$ cat src/rtl/store_buf_pkg.sv
// Shared types and constants for the posted-store buffer (mem_store_buffer, sb_fifo).
package store_buf_pkg;

  localparam int unsigned WORD_OFFSET_BITS = 2;
  localparam int unsigned BYTES_PER_WORD   = 4;
  localparam int unsigned SB_ADDR_W        = 32;
  localparam int unsigned SB_DATA_W        = 32;
  localparam int unsigned SB_MASK_W        = SB_DATA_W / 8;
  localparam int unsigned SB_WORD_W        = SB_ADDR_W - WORD_OFFSET_BITS;

  typedef struct packed {
    logic [SB_ADDR_W-1:0] addr;
    logic [SB_DATA_W-1:0] wdata;
    logic [SB_MASK_W-1:0] wmask;
  } store_entry_t;

  typedef enum logic {
    IDLE  = 1'b0,
    WRITE = 1'b1
  } sb_state_t;

  // Word address (byte offset stripped) used for the memory port and load compare.
  function automatic logic [SB_WORD_W-1:0] word_of(input logic [SB_ADDR_W-1:0] a);
    return a[SB_ADDR_W-1:WORD_OFFSET_BITS];
  endfunction

endpackage

$ cat src/rtl/sb_fifo.sv
// Circular buffer of store entries with per-slot valid bits for address compare.
module sb_fifo
  import store_buf_pkg::*;
#(
  parameter int unsigned DEPTH = 4
) (
  input  logic                          clk,
  input  logic                          rst,
  input  logic                          push,
  input  store_entry_t                  push_data,
  input  logic                          pop,
  output store_entry_t                  head,
  output logic [$clog2(DEPTH+1)-1:0]    count,
  output logic                          full,
  output logic                          empty,
  output logic [DEPTH-1:0]              valid,
  output store_entry_t [DEPTH-1:0]      entries
);

  localparam int unsigned PTR_W = $clog2(DEPTH);
  localparam int unsigned CNT_W = $clog2(DEPTH + 1);

  store_entry_t [DEPTH-1:0] mem;
  logic [PTR_W-1:0]         rd_ptr;
  logic [PTR_W-1:0]         wr_ptr;

  // Payload storage carries no reset; occupancy is tracked by valid/count.
  always_ff @(posedge clk) begin
    if (push) mem[wr_ptr] <= push_data;
  end

  always_ff @(posedge clk or negedge rst) begin
    if (!rst) begin
      rd_ptr <= '0;
      wr_ptr <= '0;
      count  <= '0;
      valid  <= '0;
    end else begin
      if (pop) begin
        rd_ptr        <= rd_ptr + PTR_W'(1);
        valid[rd_ptr] <= 1'b0;
      end
      if (push) begin
        wr_ptr        <= wr_ptr + PTR_W'(1);
        valid[wr_ptr] <= 1'b1;
      end
      case ({push, pop})
        2'b10:   count <= count + CNT_W'(1);
        2'b01:   count <= count - CNT_W'(1);
        default: count <= count;
      endcase
    end
  end

  assign head    = mem[rd_ptr];
  assign full    = (count == CNT_W'(DEPTH));
  assign empty   = (count == '0);
  assign entries = mem;

endmodule

$ cat src/rtl/mem_store_buffer.sv
// Posted-store queue draining in order to the data-memory port.
// Optional load-conflict detection is enabled by defining STORE_FWD_EN.
module mem_store_buffer
  import store_buf_pkg::*;
#(
  parameter int unsigned DEPTH  = 4,
  parameter int unsigned ADDR_W = SB_ADDR_W,
  parameter int unsigned DATA_W = SB_DATA_W
) (
  input  logic                         clk,
  input  logic                         rst,
  input  logic                         st_valid,
  output logic                         st_ready,
  input  logic [ADDR_W-1:0]            st_addr,
  input  logic [DATA_W-1:0]            st_wdata,
  input  logic [DATA_W/8-1:0]          st_wmask,
  output logic                         mem_write,
  output logic [ADDR_W-1:0]            mem_address,
  output logic [DATA_W-1:0]            mem_wdata,
  output logic [DATA_W/8-1:0]          mem_byte_enable,
  input  logic                         mem_resp,
`ifdef STORE_FWD_EN
  input  logic                         ld_valid,
  input  logic [ADDR_W-1:0]            ld_addr,
  output logic                         ld_conflict,
`endif
  output logic [$clog2(DEPTH+1)-1:0]   count,
  output logic                         drained
);

  sb_state_t                state;
  store_entry_t             push_data;
  store_entry_t             head;
  store_entry_t [DEPTH-1:0] fifo_entries;
  logic [DEPTH-1:0]         fifo_valid;
  logic                     fifo_full;
  logic                     fifo_empty;
  logic                     push_c;
  logic                     pop_c;
  logic                     head_live_c;

  assign push_data = '{addr:  SB_ADDR_W'(st_addr),
                       wdata: SB_DATA_W'(st_wdata),
                       wmask: SB_MASK_W'(st_wmask)};

  assign st_ready    = !fifo_full;
  assign push_c      = st_valid && st_ready;
  assign head_live_c = !fifo_empty && (head.wmask != '0);
  // Zero-mask heads are dropped from IDLE; real writes pop on their response.
  assign pop_c       = ((state == IDLE) && !fifo_empty && (head.wmask == '0)) ||
                       ((state == WRITE) && mem_resp);

  sb_fifo #(.DEPTH(DEPTH)) u_fifo (
    .clk       (clk),
    .rst       (rst),
    .push      (push_c),
    .push_data (push_data),
    .pop       (pop_c),
    .head      (head),
    .count     (count),
    .full      (fifo_full),
    .empty     (fifo_empty),
    .valid     (fifo_valid),
    .entries   (fifo_entries)
  );

  // Memory-port FSM; outputs are loaded on IDLE->WRITE and held until mem_resp.
  always_ff @(posedge clk or negedge rst) begin
    if (!rst) begin
      state           <= IDLE;
      mem_write       <= 1'b0;
      mem_address     <= '0;
      mem_wdata       <= '0;
      mem_byte_enable <= '0;
    end else begin
      case (state)
        IDLE: begin
          if (head_live_c) begin
            state           <= WRITE;
            mem_write       <= 1'b1;
            mem_address     <= ADDR_W'({word_of(head.addr), WORD_OFFSET_BITS'(0)});
            mem_wdata       <= DATA_W'(head.wdata);
            mem_byte_enable <= (DATA_W/8)'(head.wmask);
          end
        end
        WRITE: begin
          if (mem_resp) begin
            state     <= IDLE;
            mem_write <= 1'b0;
          end
        end
        default: begin
          state     <= IDLE;
          mem_write <= 1'b0;
        end
      endcase
    end
  end

  assign drained = fifo_empty && (state == IDLE);

`ifdef STORE_FWD_EN
  logic [SB_WORD_W-1:0] ld_word;
  assign ld_word = word_of(SB_ADDR_W'(ld_addr));

  // Any occupied entry, including the one in flight, to the same word blocks the load.
  always_comb begin
    ld_conflict = 1'b0;
    for (int i = 0; i < int'(DEPTH); i++) begin
      if (ld_valid && fifo_valid[i] && (fifo_entries[i].wmask != '0) &&
          (word_of(fifo_entries[i].addr) == ld_word))
        ld_conflict = 1'b1;
    end
  end
`else
  logic unused_fwd;
  assign unused_fwd = ^{fifo_entries, fifo_valid};
`endif

endmodule

$ cat config.mk
export PLATFORM = sky130hd
export DESIGN_NAME = mem_store_buffer
export DESIGN_NICKNAME = d
export VERILOG_FILES = /design/src/rtl/store_buf_pkg.sv /design/src/rtl/sb_fifo.sv /design/src/rtl/mem_store_buffer.sv
export SDC_FILE = /design/constraint.sdc
export NUM_CORES = 1
export LEC_CHECK = 0
export CORE_UTILIZATION = 45
export CTS_CLUSTER_DIAMETER = 150
export CTS_CLUSTER_SIZE = 14
export DETAILED_ROUTE_END_ITERATION = 8
export DONT_BUFFER_PORTS = 1
export PLACE_DENSITY_LB_ADDON = 0.05
export REMOVE_ABC_BUFFERS = 1
export SLEW_MARGIN = 20
export SYNTH_ARGS = -nofsm -noshare
export SYNTH_HDL_FRONTEND = slang
export SYNTH_SLANG_ARGS = --single-unit
$ cat constraint.sdc
create_clock -name clk -period 4.7 [get_ports clk]
set_input_delay 1.41 -clock clk [delete_from_list [all_inputs] [get_ports clk]]
set_output_delay 1.41 -clock clk [all_outputs]
set_load 0.02 [all_outputs]
Yosys cells after proc, flatten, opt, wreduce, memory -nomap -nowiden. Cells that the tools add are included.

Bits in latches: 0. Bits in writable memories: 0. ROM bits: 0. Memories: 0. Input port bits: 72. Logic and storage cells: 61. Register bits after elaboration: 347. Output and inout port bits: 74.

Bitwise gates (word level): 1. Equality and inequality tests: 5. $lt $le $gt $ge: 3. Shift-type cells: 0. Divide/modulo/power cells: 0. Reduce and logical (&&, ||, !) cells: 16. Add/subtract/negate cells: 4. Muxes and demuxes: 12. $mul: 0.

Operator list (number): $bwmux W272 (1); $bmux W68 S2 (1); $demux W68 S2 (1); $mux W68 (2); $logic_and A1 B1 Y1 (7); $lt A2 B3 Y1 const B (2); $pmux W3 S2 (1); $add A2 B1 Y2 const B (2); $logic_not A4 Y1 (1); $mux W1 (4); $ne A2 B2 Y1 const B (2); $pmux W1 S2 (2); $reduce_and A2 Y1 (2); $reduce_bool A4 Y1 (1); $add A3 B1 Y3 const B (1); $eq A3 B3 Y1 const B (1); $logic_not A3 Y1 (1); $sub A3 B1 Y3 const B (1); $eq A2 B1 Y1 const B (1); $eq A2 B2 Y1 const B (1); $ge A2 B1 Y1 const B (1); $logic_not A1 Y1 (2); $reduce_bool A2 Y1 (1); $logic_or A1 B1 Y1 (1); $not A1 Y1 (1).

Longest topological paths before layout.
Depth after elaboration: 7. Depth in mapped cells: 11. Depth with buffers taken out: 10.

By module. From an unflattened synthesis, not the netlist that was laid out.

Cell total of the unflattened synthesis: 567. Area, all modules: 13332.8 µm².

By module, submodules not included: sb_fifo (cells an instance 410, area each 10490.1 µm², instances 1); mem_store_buffer (cells an instance 157, area each 2842.7 µm², instances 1).

Least setup slack after synthesis. Ideal clock, no wire load.

Path type: input to register. Start: input st_valid. End: register u_fifo.mem, in the netlist u_fifo.entries[0], enable pin. Buffers on the path: 0. Path slack: 1.269 ns. Cell stages on the path: 1. Data arrival time: 3.000 ns. Required time: 4.268 ns. Cell sequence: and3_1.

Cells in the longest elaborated chain, start to end: 1.

RTL lines: start: declaration (RTL line mem_store_buffer.sv:12) `input logic st_valid,`; $logic_and A1 B1 Y1 (RTL line mem_store_buffer.sv:47) `assign push_c = st_valid && st_ready;`; end signal: indexed assignment (RTL line sb_fifo.sv:29) `if (push) mem[wr_ptr] <= push_data;`; end: declaration (RTL line sb_fifo.sv:23) `store_entry_t [DEPTH-1:0] mem;`.

Every way passes these cells. A chain may end at the register's enable or synchronous reset.

Worst setup path in the final report.
Start: register u_fifo.count[0]. End: output drained.

Cells in the longest elaborated chain, start to end: 2.

RTL lines: start: declaration (RTL line sb_fifo.sv:13) `output logic [$clog2(DEPTH+1)-1:0] count,`; start signal: assignment (RTL line sb_fifo.sv:48) `2'b10: count <= count + CNT_W'(1);`; start signal: assignment (RTL line sb_fifo.sv:49) `2'b01: count <= count - CNT_W'(1);`; start signal: assignment (RTL line sb_fifo.sv:50) `default: count <= count;`; $logic_not A3 Y1 (RTL line sb_fifo.sv:57) `assign empty = (count == '0);`; $logic_and A1 B1 Y1 (RTL line mem_store_buffer.sv:100) `assign drained = fifo_empty && (state == IDLE);`; end: declaration (RTL line mem_store_buffer.sv:28) `output logic drained`.

Every way passes these cells.

==> key figures <==
Outcome
  – Outcome: finished clean

Placed design
  – Dpl ws: 1450 ps
  – RD Place Congestion: 0.703
  – Port Buffers: 0
  – DPL Wire Length: 12800 µm
  – Placement Cell Area: 13000 µm²

Finish
  – Most common cell after layout, fill and taps aside: edfxtp_1
  – N_diodes: 0
  – Layout overhead on the synthesized area: 10.3%
  – Multi-input logic area: 2550 µm²
  – Filler Cells Inserted: 2181
  – Layout cells sized above 1: 20.2%
  – Most frequent cells in the layout: edfxtp_1, dfrtp_1, mux4_2
  – Final Cell Area: 13800 µm²
  – FF/Latch Area: 9810 µm²
  – Final Net Count: 639

Run
  – Max_cap viols: 0

Logic synthesis
  – Distinct cells, synth: 31
  – Sequential cell area fraction in the yosys report: 78.4%
  – Synth warn: 0
  – Simple-gate area share of the yosys netlist: 0.881%
  – Mux share of post-synthesis cell area: 17.9%
  – Cells after Synth: 543
  – Compound-Gate Fraction of Synth Area: 0.310%
  – Post-Syn Area: 12500 µm²
  – Post-synth ARST share: 22.1%
  – Post-synthesis adder-cell area fraction: 0.661%
  – Register bit total from synthesis: 339
  – Post-synth EDFFs: 264
  – Syn avg cell area: 23.0 µm²
  – Largest family of logic cells by synthesized area: multiplexers
  – Synth Area in XOR/XNOR: 0.350%
  – Post-synth top flop: edfxtp_1

Power
  – Switching Power: 0.00290 W
  – Seq pwr share: 53.7%
  – VDD IR max: 0.336 mV
  – P_int: 0.00637 W
  – Sw Ratio: 31.3%
  – Leak Pwr: 4.65 nW
  – P per Cell Area: 672 nW/µm²
  – Comb power frac: 23.1%
  – Clock share of power: 23.2%

Clocking
  – Root buffer cell: clkbuf_16
  – Clock buffer count from CTS: 28
  – Setup Fix Bufs, Post-CTS: 0
  – H-tree level count: 1
  – Worst-path clk slew: 70 ps
  – CTS sink cnt: 339
  – Post-CTS Hold Buffers: 0
  – CTS tree: built
  – CTS Buffer Depth: 3
  – Worst skew pair latency: 540 ps
  – Cts repair resizes: 0

Route
  – Vias per inst: 5.39
  – Vias post-DR: 5143
  – Pre-Repair DR Iteration Count: 6
  – Final WL: 22800 µm
  – Final ANT Viol Nets: 0
  – DRT iter0 DRCs: 335
  – # DRC: 0
  – WL per Instance: 23.9 µm

Timing
  – Headroom to the max-slew limit: 38.2%
  – Max Clk Rate: 0.304 GHz
  – RSZ-0062 raised after global routing: false
  – Fin crit share: 70.0%
  – Hold Vio Cnt, Final: 0
  – Setup WS post-layout: 1410 ps
  – Worst Clk Skew: 18.8 ps
  – Final Max Slew Viols: 0
  – Finish-stage setup viols: 0
  – Fin crit period: 3290 ps
  – Worst-margin pin slew: 919 ps
  – Post-Route Setup TNS: 0 ps

Critical path
  – Startpoint Class: flop
  – Critical R2R Launch: u_fifo.rd_ptr[0]$_DFFE_PN0N_
  – WS Path Type: flop to output port
  – Crit-path cells: nor4_1
  – Slowest-stage cell, CP: nor4_1
  – Crit path capture type: output port
  – Top delay family on crit path: simple AND/OR/NAND/NOR gates
  – Worst Reg2Reg Path Length in Cells: 5
  – CP Depth: 1
  – CP Buf/Inv Count: 0
  – Reg2reg setup slack: 1520 ps
  – Worst path arrival time: 1880 ps
  – Required @ worst endpoint: 3290 ps
  – Reg2reg end: mem_address[16]$_DFFE_PN0P_
  – Slowest stage delay, CP: 840 ps
  – CP max FO: 5

Global route
  – Tot GR Track Use: 16.6%
  – Wire length of the first global-routing pass: 34800 µm
  – Number of global-route vias before repair: 5676
  – Antenna violations before repair: 0
  – GRT Residual Overflow: 0
  – Largest net degree at the start of global routing: 76

Floorplan
  – Core area: 27100 µm²
  – Chip Height: 169 µm
  – IO Count: 146
  – Row cnt: 60
  – Starting Density: 46.1%
  – Die W: 169 µm
  – Die area: 28400 µm²

Worst hold path
  – HP Class: input pin to asynchronous set/reset pin
==> synthesized netlist by cell type, drive strengths merged, types with 2 or more instances <==
cell | instances | area, µm²
nand2b | 3 | 18.8
dfrtp | 75 | 1880
and3 | 4 | 25.0
edfxtp | 264 | 7930
ha | 5 | 62.6
nor3 | 2 | 10.0
mux4 | 66 | 1490
nor2 | 3 | 11.3
xnor2 | 3 | 26.3
nand2 | 4 | 15.0
clkbuf | 8 | 30.0
mux2 | 66 | 743
buf | 18 | 116
xor2 | 2 | 17.5
inv | 8 | 30.0
nor4 | 2 | 18.8
==> routing by layer <==
| layer | track usage, % | vias up | routed length (µm) |
|---|---|---|---|
| li1 | - | 2220 | - |
| met1 | 19.9 | 2766 | 9060 |
| met2 | 28.7 | 126 | 11400 |
| met3 | 5.82 | 31 | 1820 |
| met4 | 4.27 | 0 | 543 |
| met5 | 0 | - | 0 |
==> worst max path at each step <==
stage | end | from | slack, ps
6_report | drained | u_fifo.count[0]$_DFFE_PN0P_ | 1410
5_1_grt | mem_address[16]$_DFFE_PN0P_ | u_fifo.rd_ptr[0]$_DFFE_PN0N_ | 1220
4_1_cts | drained | u_fifo.count[0]$_DFFE_PN0P_ | 1370
3_5_place_dp | mem_address[16]$_DFFE_PN0P_ | u_fifo.rd_ptr[0]$_DFFE_PN0N_ | 1450
3_3_place_gp | mem_wdata[8]$_DFFE_PN0P_ | u_fifo.rd_ptr[0]$_DFFE_PN0N_ | 1500
2_1_floorplan | mem_address[10]$_DFFE_PN0P_ | u_fifo.rd_ptr[0]$_DFFE_PN0N_ | -1310
==> kinds of logic (layout without fill, tap and decap cells) <==
logic type	after synthesis	after routing
adders and majority gates	6	6
AOI/OAI and AO/OA	5	5
xor gates and xnor gates	5	5
and+or+nand+nor	20	20
other	1	2
DFF	339	339
muxes	133	133
buffers and inverters	34	73
==> area by class of cell <==
| cell class | instances | share of cell area, % |
|---|---|---|
| Sequential cell | 339 | 71.1 |
| Multi-Input combinational cell | 171 | 18.5 |
| Clock buffer | 51 | 5.86 |
| Tap cell | 372 | 3.37 |
| Timing Repair Buffer | 13 | 0.798 |
| Inverter | 8 | 0.218 |
| Clock inverter | 1 | 0.118 |
==> power by group through the flow <==
stage / logic, W / registers, W / clock network (W)
after global routing: 0.00236 / 0.00509 / 0.00232
after CTS: 0.00223 / 0.00502 / 0.00222
after detailed placement: 0.00222 / 0.00508 / 0
after global placement: 0.00218 / 0.00504 / 0
final: 0.00214 / 0.00498 / 0.00215
after floorplan: 0.00163 / 0.00500 / 0
==> sequential cells by signal (all words and copies together) (netlist names) <==
| register | cells |
|---|---|
| mem_address | 30 |
| state | 1 |
| u_fifo.rd_ptr | 2 |
| u_fifo.entries | 264 |
| u_fifo.wr_ptr | 2 |
| mem_wdata | 32 |
| mem_write | 1 |
| mem_byte_enable | 4 |
| u_fifo.count | 3 |
==> per-stage QoR <==
stage                     total power [W]  hold WS [ps]  utilization, %  cells
final                             0.00927           563            50.9    955
after global placement            0.00722           543            47.8    903
after detailed placement          0.00730           575            47.8    903
after global routing              0.00977           531            50.9    955
after floorplan                   0.00663           534               -    518
after CTS                         0.00946           533            50.9    955
(Power assumes the default switching activity.)
